===== config.mk =====
export PLATFORM = sky130hd
export DESIGN_NAME = serial_subtractor
export DESIGN_NICKNAME = d
export VERILOG_FILES = /design/src/rtl/serial_subtractor.sv
export SDC_FILE = /design/constraint.sdc
export NUM_CORES = 1
export LEC_CHECK = 0
export CORE_UTILIZATION = 35
export DETAILED_ROUTE_END_ITERATION = 7
export MAX_ROUTING_LAYER = met4
export PLACE_DENSITY = 0.67
export SYNTH_ARGS = -nofsm -noshare
export SYNTH_HDL_FRONTEND = slang
export SYNTH_SLANG_ARGS = --single-unit
export TNS_END_PERCENT = 20

===== constraint.sdc =====
create_clock -name clk -period 2.06 [get_ports clk]
set_clock_uncertainty 0.15 [all_clocks]
set_input_delay 0.412 -clock clk [delete_from_list [all_inputs] [get_ports clk]]
set_output_delay 0.412 -clock clk [all_outputs]
set_load 0.02 [all_outputs]

===== src/rtl/serial_subtractor.sv =====
// Bit-serial subtractor: diff = a - b - bin, one bit per clock, LSB first,
// using a single full-subtractor cell with a start/done handshake.
module serial_subtractor #(
  parameter int WIDTH = 4
) (
  input  logic             clk,
  input  logic             rst,
  input  logic             start,
  input  logic [WIDTH-1:0] a,
  input  logic [WIDTH-1:0] b,
  input  logic             bin,
  output logic             busy,
  output logic             done,
  output logic [WIDTH-1:0] diff,
  output logic             bout
);

  localparam int CW = (WIDTH > 1) ? $clog2(WIDTH) : 1;

  typedef enum logic [1:0] {
    IDLE  = 2'd0,
    SHIFT = 2'd1,
    DONE  = 2'd2
  } state_t;

  state_t           state_r;
  state_t           next_state_s;
  logic             load_s;
  logic             shift_s;
  logic             last_s;
  logic [WIDTH-1:0] a_r;
  logic [WIDTH-1:0] b_r;
  logic [WIDTH-1:0] res_r;
  logic             br_r;
  logic [CW-1:0]    count_r;
  logic [WIDTH-1:0] diff_r;
  logic             bout_r;
  logic             busy_r;
  logic             done_r;
  logic             d_s;
  logic             br_next_s;

  // Full-subtractor cell: returns {borrow_out, difference_bit}.
  function automatic logic [1:0] fs_cell(input logic ai, input logic bi, input logic br);
    logic [1:0] r;
    r[0] = ai ^ bi ^ br;
    r[1] = (~ai & bi) | (~(ai ^ bi) & br);
    return r;
  endfunction

  // Current bit of the subtraction from the low bits of the operand shifters.
  always_comb begin
    {br_next_s, d_s} = fs_cell(a_r[0], b_r[0], br_r);
  end

  // Next-state and datapath control decode.
  always_comb begin
    next_state_s = state_r;
    load_s       = 1'b0;
    shift_s      = 1'b0;
    last_s       = 1'b0;
    case (state_r)
      IDLE: begin
        if (start) begin
          load_s       = 1'b1;
          next_state_s = SHIFT;
        end else begin
          next_state_s = IDLE;
        end
      end
      SHIFT: begin
        shift_s = 1'b1;
        if (count_r == CW'(WIDTH - 1)) begin
          last_s       = 1'b1;
          next_state_s = DONE;
        end else begin
          next_state_s = SHIFT;
        end
      end
      DONE: begin
        // Start during DONE chains straight into the next operation.
        if (start) begin
          load_s       = 1'b1;
          next_state_s = SHIFT;
        end else begin
          next_state_s = IDLE;
        end
      end
      default: begin
        next_state_s = IDLE;
      end
    endcase
  end

  // State register.
  always_ff @(posedge clk or posedge rst) begin
    if (rst) begin
      state_r <= IDLE;
    end else begin
      state_r <= next_state_s;
    end
  end

  // Operand capture, bit-serial shifting and result/flag registers.
  always_ff @(posedge clk or posedge rst) begin
    if (rst) begin
      a_r     <= {WIDTH{1'b0}};
      b_r     <= {WIDTH{1'b0}};
      res_r   <= {WIDTH{1'b0}};
      br_r    <= 1'b0;
      count_r <= {CW{1'b0}};
      diff_r  <= {WIDTH{1'b0}};
      bout_r  <= 1'b0;
      busy_r  <= 1'b0;
      done_r  <= 1'b0;
    end else begin
      busy_r <= (next_state_s == SHIFT);
      done_r <= last_s;
      if (load_s) begin
        a_r     <= a;
        b_r     <= b;
        br_r    <= bin;
        res_r   <= {WIDTH{1'b0}};
        count_r <= {CW{1'b0}};
      end else if (shift_s) begin
        a_r     <= {1'b0, a_r[WIDTH-1:1]};
        b_r     <= {1'b0, b_r[WIDTH-1:1]};
        res_r   <= {d_s, res_r[WIDTH-1:1]};
        br_r    <= br_next_s;
        count_r <= count_r + CW'(1);
        if (last_s) begin
          diff_r <= {d_s, res_r[WIDTH-1:1]};
          bout_r <= br_next_s;
        end
      end
    end
  end

  assign busy = busy_r;
  assign done = done_r;
  assign diff = diff_r;
  assign bout = bout_r;

endmodule


==> results of run 1 <==
## flip-flops by register name, summed over array words and instances (netlist names)
signal   count
a_r          4
b_r          4
bout         1
br_r         1
busy         1
count_r      2
diff         4
done         1
res_r        3
state_r      1
## synthesized netlist by cell type
cell type,n
a211oi_1,1
o22ai_1,6
and2b_2,1
nor2_2,1
ha_1,1
xnor2_1,1
a21o_1,1
inv_1,10
mux2_4,4
a21oi_1,7
mux2_1,1
clkbuf_2,2
nand3_1,1
fa_1,1
nor2b_1,1
a22o_2,3
nand2b_1,2
nand3b_4,1
mux2_2,2
o21ai_0,4
nand2_1,1
dfrtp_1,22
buf_6,3
a22o_1,3
mux2i_1,1
## logic make-up (layout without fill, tap and decap cells)
kind of cell,after synthesis,in the layout
buf+inv,15,34
xor+xnor,1,1
flops,22,22
fa+ha+maj,2,2
mux,8,8
compound gates,25,25
simple gates,8,8
## metal layers
| metal | vias up | wire [um] | global-route usage, % |
|---|---|---|---|
| met3 | 0 | 74 | 4.92 |
| met4 | 0 | 0 | 2.14 |
| met2 | 15 | 830 | 18.4 |
| met5 | - | 0 | - |
| met1 | 296 | 869 | 17.8 |
| li1 | 323 | - | - |
## worst max path at each step
stage | endpoint | slack, ns
floorplan | res_r[3] | 0.48
global placement | res_r[1] | 0.20
detailed placement | res_r[1] | 0.17
CTS | bout | 0.20
global route | diff[0] | 0.15
finish | diff[2] | 0.22
## layout by cell type, fill, tap and decap left out, drive strengths merged
cell type,count
inv,10
buf,2
a21oi,7
o21ai,4
and2b,1
nor2b,1
nand3b,1
clkdlybuf4s50,18
dfrtp,22
ha,1
a211oi,1
nand3,1
clkbuf,4
o22ai,6
nor2,1
fa,1
mux2i,1
nand2b,2
a22o,6
a21o,1
nand2,1
mux2,7
xnor2,1
## through the flow
stage	setup slack, ns	hold WS, ns	cell area [um^2]	util (%)
after detailed placement	0.166	0.340	1190	43.7
after CTS	0.199	0.284	1230	45.0
after global routing	0.152	0.307	1230	45.0
final	0.222	0.279	1230	45.0
after floorplan	0.477	0.251	1000	-
after global placement	0.202	0.313	1190	43.7
## power breakdown
part	leakage, uW	switching [uW]	internal, uW
registers	0.000269	151	629
logic	0.000311	397	459
clock network	0.0000210	125	108
## final cells by class
| type | count | area (um^2) | share of cell area, % |
|---|---|---|---|
| sequential | 22 | 551 | 44.8 |
| inverter | 10 | 37.5 | 3.05 |
| timing repair buffer | 20 | 195 | 15.9 |
| multi-input combinational | 44 | 372 | 30.2 |
| tap | 31 | 38.8 | 3.15 |
| clock buffer | 4 | 36.3 | 2.95 |
==> impl_metrics.csv, run 1 <==
group,metric,value,unit
clock_tree,holdBufCountCts,0,
placed_design,routabilityCongestion,0.768,
sta,setup_violations,0,
critical_path,crit_path_end_kind,"primary output",
critical_path,path_class,"reg -> out",
logic_synthesis,synthSimpleGateAreaFrac,6.23,%
layout,syn_to_final_growth,22.6,%
power,power_density,1520,nW/um^2
logic_synthesis,synth_top_family_by_area,"compound AO/OA/AOI/OAI gates",
layout,n_antenna_cell,0,
critical_path,path_cells,"clkdlybuf4s50_1",
power,leakage,0.000601,uW
critical_path,slowest_stage,"clkdlybuf4s50_1",
logic_synthesis,synth.distinct_cells,25,
sta,finalCriticalPeriod,1.84,ns
logic_synthesis,synth-xor-area-share,0.873,%
global_route,antenna_found_initial,0,
route,dr_total_vias,634,
clock_tree,cts_tree,"yes",
die,ios,19,
route,first_iter_violations,14,
clock_tree,clockBufferDepth,2,
critical_path,timing.rr.start,"a_r[0]",
layout,layout-drive-gt1-share,18.0,%
critical_path,path_buf_inv,1,
logic_synthesis,synth_top_area_share,54.9,%
sta,tightest_slew,0.475,ns
die,die_h,55.5,um
global_route,gr-usage-all-layers,12.9,%
critical_path,r2r_slack,0.37,ns
logic_synthesis,synth-seq-cells,22,
die,core.rowCount,19,
clock_tree,cts_buffers,3,
route,antenna_left,0,
clock_tree,htree_levels,1,
hold_path,min_path_type,"in -> async",
logic_synthesis,yosys.area.top_type,"dfrtp_1",
critical_path,path_max_fanout,2,
power,finalPower,1870,uW
sta,post-route-period-util,89.2,%
logic_synthesis,synth_area,1000,um^2
clock_tree,insertion_delay,0.31,ns
clock_tree,clock-root-buffer,"clkbuf_4",
layout,fin_nets,115,
critical_path,start_kind,"flop",
clock_tree,cts_setup_buffers,0,
route,firstDrtPassIters,4,
sta,rsz0062_at_grt,"false",
sta,fin_setup_tns,0,ns
sta,slew_viol_final,0,
logic_synthesis,synth-compound-area-share,16.3,%
critical_path,max_stage_delay,0.60,ns
die,coreArea,2730,um^2
status,status,"completed",
power,peakVddDrop,0.000878,V
critical_path,worst-endpoint-arrival,1.28,ns
layout,fin_cells,131,
clock_tree,clock-sinks,22,
critical_path,r2r-end,"res_r[3]",
die,fp.dieArea,3090,um^2
critical_path,crit_family,"buffers and inverters",
layout,fill_cells,256,
global_route,grt_max_degree,23,
logic_synthesis,synth-seq-area-share,54.9,%
logic_synthesis,synthCells,81,
route,drc,0,
logic_synthesis,synthTopCellsByArea,"dfrtp_1 (55%), mux2_4 (6.0%), inv_1 (3.7%), o22ai_1 (3.7%), a21oi_1 (3.5%)",
logic_synthesis,ys_warn_count,0,
route,vias_per_cell,4.84,
route,wirelength,1770,um
die,start_util,36.7,%
global_route,grt_pass1_wl,3010,um
global_route,grt-ovfl-total,0,
die,die_w,55.5,um
job,drv_cap,0,
sta,max_slew_margin,68.3,%
sta,hold_viol,0,
logic_synthesis,synthAdderAreaFrac,3.24,%
critical_path,startpoint,"diff[2]",
placed_design,portBuffers,18,
critical_path,reg2regPathDepth,3,
route,avgRoutedWirePerCell,13.5,um
critical_path,cp_data_required_time,1.50,ns
placed_design,place_inst,127,
logic_synthesis,synthMuxAreaShare,10.3,%
critical_path,worst-path-stages,1,
logic_synthesis,syn-num-nets,95,
logic_synthesis,synth.avg_cell_area,12.4,um^2
global_route,grt_pass1_vias,622,
placed_design,dp_hpwl,1280,um
clock_tree,clk_pin_slew,0.11,ns
sta,fmax,0.544,GHz
clock_tree,post_cts_resized,0,
Power figures use the tool's default switching activity.
==> run 2, diff against run 1 <==
CAP_MARGIN = 20   (was unset)
==> results of run 2 <==
No change in the layout: final DEF, timing and power equal those of run 1.
